**config.mk**
```make
export PLATFORM = sky130hd
export DESIGN_NAME = instr_router
export DESIGN_NICKNAME = d
export VERILOG_FILES = /design/src/rtl/router_pkg.sv /design/src/rtl/instr_fifo.sv /design/src/rtl/instr_router.sv
export SDC_FILE = /design/constraint.sdc
export NUM_CORES = 1
export LEC_CHECK = 0
export BUFFER_PORTS_ARGS = -buffer_cell sky130_fd_sc_hd__buf_2
export CORE_MARGIN = 1.5
export CORE_UTILIZATION = 50
export DETAILED_ROUTE_END_ITERATION = 6
export PLACE_DENSITY = 0.74
export REMOVE_ABC_BUFFERS = 1
export SKIP_LAST_GASP = 1
export SLEW_MARGIN = 20
export SYNTH_ARGS = -nofsm -noshare
export SYNTH_HDL_FRONTEND = slang
export SYNTH_SLANG_ARGS = --single-unit
export TNS_END_PERCENT = 20
```
**constraint.sdc**
```tcl
create_clock -name clk -period 5.5 [get_ports clk]
set_input_delay 1.1 -clock clk [delete_from_list [all_inputs] [get_ports clk]]
set_output_delay 1.1 -clock clk [all_outputs]
set_load 0.005 [all_outputs]
```
**src/rtl/router_pkg.sv**
```systemverilog
// Shared definitions for the instruction router: route encodings, FSM states
// and the destination-field position helper.
package router_pkg;

  localparam logic [1:0] EN_SELF  = 2'b01;
  localparam logic [1:0] EN_LEFT  = 2'b00;
  localparam logic [1:0] EN_RIGHT = 2'b10;
  localparam logic [1:0] EN_IDLE  = 2'b11;

  typedef enum logic {
    IDLE  = 1'b0,
    DRIVE = 1'b1
  } state_t;

  // LSB index of the destination field, which occupies the top addr_width bits.
  function automatic int dest_lsb(input int instr_w, input int dest_w);
    return instr_w - dest_w;
  endfunction

endpackage

```
**src/rtl/instr_fifo.sv**
```systemverilog
// Synchronous power-of-two FIFO with async reset; the head entry is read
// straight out of the storage flops so it is visible the cycle after a push.
module instr_fifo #(
  parameter int width = 32,
  parameter int depth = 4
) (
  input  logic                     clk,
  input  logic                     reset,
  input  logic                     push,
  input  logic [width-1:0]         wr_data,
  input  logic                     pop,
  output logic [width-1:0]         rd_data,
  output logic                     full,
  output logic                     empty,
  output logic [$clog2(depth):0]   level
);

  localparam int AW = $clog2(depth);
  localparam logic [AW:0] DEPTH_L = (AW+1)'(depth);

  logic [width-1:0] mem_q [depth];
  logic [AW-1:0]    wr_ptr_q, wr_ptr_d;
  logic [AW-1:0]    rd_ptr_q, rd_ptr_d;
  logic [AW:0]      level_q, level_d;
  logic             do_push, do_pop;

  assign full    = (level_q == DEPTH_L);
  assign empty   = (level_q == '0);
  // A full FIFO refuses a push even when a pop frees a slot on the same edge.
  assign do_push = push && !full;
  assign do_pop  = pop && !empty;
  assign rd_data = mem_q[rd_ptr_q];
  assign level   = level_q;

  always_comb begin
    wr_ptr_d = wr_ptr_q;
    rd_ptr_d = rd_ptr_q;
    level_d  = level_q;
    if (do_push) wr_ptr_d = wr_ptr_q + AW'(1);
    if (do_pop)  rd_ptr_d = rd_ptr_q + AW'(1);
    case ({do_push, do_pop})
      2'b10:   level_d = level_q + (AW+1)'(1);
      2'b01:   level_d = level_q - (AW+1)'(1);
      default: level_d = level_q;
    endcase
  end

  always_ff @(posedge clk or posedge reset) begin
    if (reset) begin
      wr_ptr_q <= '0;
      rd_ptr_q <= '0;
      level_q  <= '0;
    end else begin
      wr_ptr_q <= wr_ptr_d;
      rd_ptr_q <= rd_ptr_d;
      level_q  <= level_d;
    end
  end

  always_ff @(posedge clk) begin
    if (do_push) mem_q[wr_ptr_q] <= wr_data;
  end

endmodule

```
**src/rtl/instr_router.sv**
```systemverilog
// Ring dispatch stage: buffers instructions, decodes the destination node into
// a self/left/right route and holds each dispatch for hold_cycles cycles.
module instr_router
  import router_pkg::*;
#(
  parameter int                    width       = 32,
  parameter int                    addr_width  = 8,
  parameter logic [addr_width-1:0] node_addr   = 8'd0,
  parameter int                    num_nodes   = 8,
  parameter int                    depth       = 4,
  parameter int                    hold_cycles = 2
) (
  input  logic                   clk,
  input  logic                   reset,
  input  logic                   in_valid,
  input  logic [width-1:0]       in_instr,
  output logic                   in_ready,
  input  logic                   out_stall,
  output logic [1:0]             enable,
  output logic [width-1:0]       out_instr,
  output logic                   busy,
  output logic [$clog2(depth):0] fifo_level,
  output logic [7:0]             drop_count
);

  localparam int DLSB = dest_lsb(width, addr_width);
  localparam int HW   = (hold_cycles > 1) ? $clog2(hold_cycles) : 1;
  localparam logic [HW-1:0]       HOLD_INIT = HW'(hold_cycles - 1);
  localparam logic [addr_width:0] NUM_L     = (addr_width+1)'(num_nodes);
  localparam logic [addr_width:0] HALF_L    = (addr_width+1)'(num_nodes / 2);

  state_t           state_q, state_d;
  logic [1:0]       enable_q, enable_d;
  logic [width-1:0] out_instr_q, out_instr_d;
  logic [HW-1:0]    hold_cnt_q, hold_cnt_d;
  logic [7:0]       drop_q, drop_d;

  logic [width-1:0]      head;
  logic                  full, empty, pop, load, drop;
  logic [addr_width-1:0] dest;
  logic [addr_width:0]   sum, diff;
  logic                  dest_ok;
  logic [1:0]            route;

  instr_fifo #(
    .width (width),
    .depth (depth)
  ) u_fifo (
    .clk     (clk),
    .reset   (reset),
    .push    (in_valid),
    .wr_data (in_instr),
    .pop     (pop),
    .rd_data (head),
    .full    (full),
    .empty   (empty),
    .level   (fifo_level)
  );

  // Ring distance measured rightwards; a half-ring tie resolves to the right.
  assign dest    = head[DLSB +: addr_width];
  assign dest_ok = ({1'b0, dest} < NUM_L);
  assign sum     = {1'b0, dest} + NUM_L - {1'b0, node_addr};
  assign diff    = (sum >= NUM_L) ? (sum - NUM_L) : sum;
  assign route   = (dest == node_addr) ? EN_SELF :
                   (diff <= HALF_L)    ? EN_RIGHT : EN_LEFT;

  always_ff @(posedge clk or posedge reset) begin
    if (reset) begin
      state_q     <= IDLE;
      enable_q    <= EN_IDLE;
      out_instr_q <= '0;
      hold_cnt_q  <= '0;
      drop_q      <= '0;
    end else begin
      state_q     <= state_d;
      enable_q    <= enable_d;
      out_instr_q <= out_instr_d;
      hold_cnt_q  <= hold_cnt_d;
      drop_q      <= drop_d;
    end
  end

  // The exit cycle of a dispatch pops and decodes the next head directly.
  always_comb begin
    state_d = state_q;
    pop     = 1'b0;
    load    = 1'b0;
    drop    = 1'b0;
    case (state_q)
      IDLE: begin
        if (!empty) begin
          pop = 1'b1;
          if (dest_ok) begin
            load    = 1'b1;
            state_d = DRIVE;
          end else begin
            drop = 1'b1;
          end
        end
      end
      DRIVE: begin
        if (!out_stall && hold_cnt_q == '0) begin
          state_d = IDLE;
          if (!empty) begin
            pop = 1'b1;
            if (dest_ok) begin
              load    = 1'b1;
              state_d = DRIVE;
            end else begin
              drop = 1'b1;
            end
          end
        end
      end
      default: state_d = IDLE;
    endcase
  end

  always_comb begin
    enable_d    = enable_q;
    out_instr_d = out_instr_q;
    hold_cnt_d  = hold_cnt_q;
    drop_d      = drop_q;
    if (load) begin
      enable_d    = route;
      out_instr_d = head;
      hold_cnt_d  = HOLD_INIT;
    end else if (state_d == IDLE) begin
      enable_d = EN_IDLE;
    end else if (state_q == DRIVE && !out_stall) begin
      hold_cnt_d = hold_cnt_q - HW'(1);
    end
    if (drop && drop_q != 8'hFF) drop_d = drop_q + 8'd1;
  end

  assign in_ready   = !full;
  assign enable     = enable_q;
  assign out_instr  = out_instr_q;
  assign busy       = (state_q == DRIVE);
  assign drop_count = drop_q;

endmodule

```
==> run summary <==
Hold Path Depth - 1
Initial Util - 0.513
F_max - 375 MHz
Share of cells above drive strength 1 - 0.422
Hpwl dp - 6.80 mm
Mapped Area - 6820 um^2
Footprint of the multi-input gates - 1590 um^2
Reg2reg start - u_fifo.rd_ptr_q[1]
Min-delay src - out_instr[30]
Routed wire length - 11.5 mm
CP delay by family, top - adder cells
Vias in the first global route - 3,443
H-tree depth - 4
Tightest Pin Transition - 0.899 ns
Crit. Startpoint - out_stall
Setup WS post-layout - 2.83 ns
Synth Area per Inst - 21.0 um^2
Worst-path cell chain - buf_2 > o21ai_1 > and2_0 > ha_1 > inv_1 > fa_1 > xor2_1 > nor2_1 > xor2_1
Final Util - 0.604
GRT Residual Overflow - 0
Max Cap Viol - 0
Worst Path Max Fanout - 5
Global-route usage over all layers - 0.180
Crit path DAT - 3.01 ns
Stages on the worst setup path - 9
Crit Path Category - in -> reg
Setup TNS Final - 0 ns
Outcome - completed
Endpoints failing hold - 0
Core area - 13,300 um^2
RSZ-0062 raised after global routing - false
Post-CTS Setup Inserts - 0
Largest net degree at the start of global routing - 52
Vias - 3,195
Standby leakage power - 3.15 nW
Yosys warns - 0
CP Launch Type - primary input
Via-to-Cell Ratio - 5.27
Initial DRC Count - 191
Clock Latency Late Sink - 0.42 ns
Post-CTS sizing - 0
Most common cell on crit path - xor2_1
Slew Limit Fails - 0
Die width - 120 um
Drt pass-1 iters - 4
Fillers - 967
RePlAce Congestion - 0.689
CP required - 5.84 ns
Total power - 4.42 mW
Io pins - 83
Reg2Reg Depth - 5
Sink Count - 179
Clk slew on worst S/H paths - 0.06 ns
Hold crit path type - reg -> reg
Worst stage delay on the critical path - 0.38 ns
Fin nets - 459
Pwr Density - 551 nW/um^2
VDD IR-drop max - 0.319 mV
Post-synthesis sequential area ratio - 0.752
CTS root buf - clkbuf_16
FF+latch count, synth - 179
Slew headroom - 0.401
Final min period - 2.67 ns
CTS tree - built
Clock Skew - 0.00696 ns
CP max stage cell - and2_0
Synth cell types - 35
Initial antenna violation count - 0
Die height - 120 um
First-pass GRT wire length - 18.6 mm
Register area - 5120 um^2
P&R area growth vs syn - 17.8%
DP Worst Slack - 2.44 ns
Mapped Cells - 325
Avg WL per Cell - 19.0 um
Rows - 42
Final ANT Viol Nets - 0
CP endpoint kind - register
Final Setup Violations - 0
Clock Path Buffers - 2
Residual DRC count - 0
Full die area - 14,300 um^2
Buffers on Ports - 82
Fin crit share - 0.485
Num CTS Buffers - 17
WP buf/inv - 2
Hold_buf cts - 0
==> cells in the mapped netlist <==
cell type,count,area (um^2)
or3_1,1,6.26
nand2_4,1,11.3
buf_6,4,45.0
edfxtp_1,128,3840
o22a_1,2,17.5
mux2i_1,1,10.0
o211ai_1,1,7.51
buf_2,4,20.0
xnor2_1,9,78.8
xor2_1,4,35.0
clkbuf_1,3,11.3
and2_1,6,37.5
dfstp_2,2,52.6
nor2_2,1,6.26
inv_2,1,3.75
and3_1,6,37.5
and3_2,1,7.51
mux4_2,31,698
ha_1,6,75.1
fa_1,1,20.0
o21a_1,1,7.51
nand4_1,5,31.3
o21ai_0,2,10.0
inv_1,8,30.0
mux2_2,1,11.3
mux2_4,22,330
nand2_1,7,26.3
a31oi_2,1,12.5
and2_0,1,6.26
nor2_1,6,22.5
nor3_1,1,5.00
nand3_1,2,10.0
dfrtp_1,49,1230
mux2_1,5,56.3
o21ai_1,1,5.00
==> sequential cells by signal (all words and copies together) (netlist names) <==
register,count
u_fifo.wr_ptr_q,2
u_fifo.rd_ptr_q,2
u_fifo.mem_q,128
u_fifo.level,3
out_instr,32
enable,2
drop_count,8
busy,1
hold_cnt_q,1
==> cell families after synthesis <==
group	count (synthesis)	synth area share
buffers and inverters	20	0.0162
AOI/OAI and AO/OA	8	0.00881
muxes	60	0.162
adders and majority gates	7	0.0140
DFF	179	0.752
and+or+nand+nor	38	0.0305
xor gates and xnor gates	13	0.0167
==> power breakdown <==
part           internal [mW]  switching, mW  total [mW]
logic                  0.608          0.492        1.10
registers               1.82          0.234        2.06
clock network          0.800          0.466        1.27
total                   3.23           1.19        4.42
==> cell type report <==
cell class / count / area share
clock inverter: 9 / 0.0151
multi-input combinational: 126 / 0.198
inverter: 9 / 0.00452
clock buffer: 23 / 0.0648
antenna: 1 / 0.000312
sequential: 179 / 0.638
tap: 176 / 0.0274
timing repair buffer: 83 / 0.0520
==> final timing paths <==
check | to | slack [ns]
min in group asynchronous | out_instr[28] | 0.78
worst max register to register | out_instr[21] | 2.84
worst min-delay path | out_instr[30] | 0.48
worst max-delay path | u_fifo.level[2] | 2.83
worst min register to register | out_instr[30] | 0.48
max in group asynchronous | u_fifo.rd_ptr_q[0] | 4.23
==> layout by cell type, fill, tap and decap left out, drive strengths merged <==
| master | synthesis | final |
|---|---|---|
| edfxtp | 128 | 128 |
| buf | 8 | 83 |
| dfrtp | 49 | 49 |
| mux4 | 31 | 31 |
| mux2 | 28 | 28 |
| clkbuf | 3 | 23 |
| xnor2 | 9 | 9 |
| inv | 9 | 9 |
| nand2 | 8 | 8 |
| nor2 | 7 | 7 |
| and2 | 7 | 7 |
| and3 | 7 | 7 |
| ha | 6 | 6 |
| nand4 | 5 | 5 |
| clkinv | 0 | 5 |
| xor2 | 4 | 4 |
| bufinv | 0 | 3 |
| o21ai | 3 | 3 |
| o22a | 2 | 2 |
| nand3 | 2 | 2 |
| dfstp | 2 | 2 |
| diode | 0 | 1 |
| or3 | 1 | 1 |
| nor3 | 1 | 1 |
| mux2i | 1 | 1 |
| o211ai | 1 | 1 |
| a31oi | 1 | 1 |
| o21a | 1 | 1 |
| fa | 1 | 1 |
| clkinvlp | 0 | 1 |
==> metal layers <==
metal,part of all wire,up-vias,track usage
met1,0.41,1636,0.225
met2,0.52,86,0.292
met5,0,-,0
met3,0.054,18,0.0599
met4,0.016,0,0.0722
li1,-,1455,-
==> stage by stage <==
stage	cell area [um^2]	hold WS [ns]	instances
global route	8030	0.494	605
finish	8030	0.482	606
CTS	8030	0.485	605
detailed placement	7390	0.468	573
floorplan	6740	0.471	314
global placement	7380	0.463	573
No activity file was read; power rests on OpenSTA's default activity.
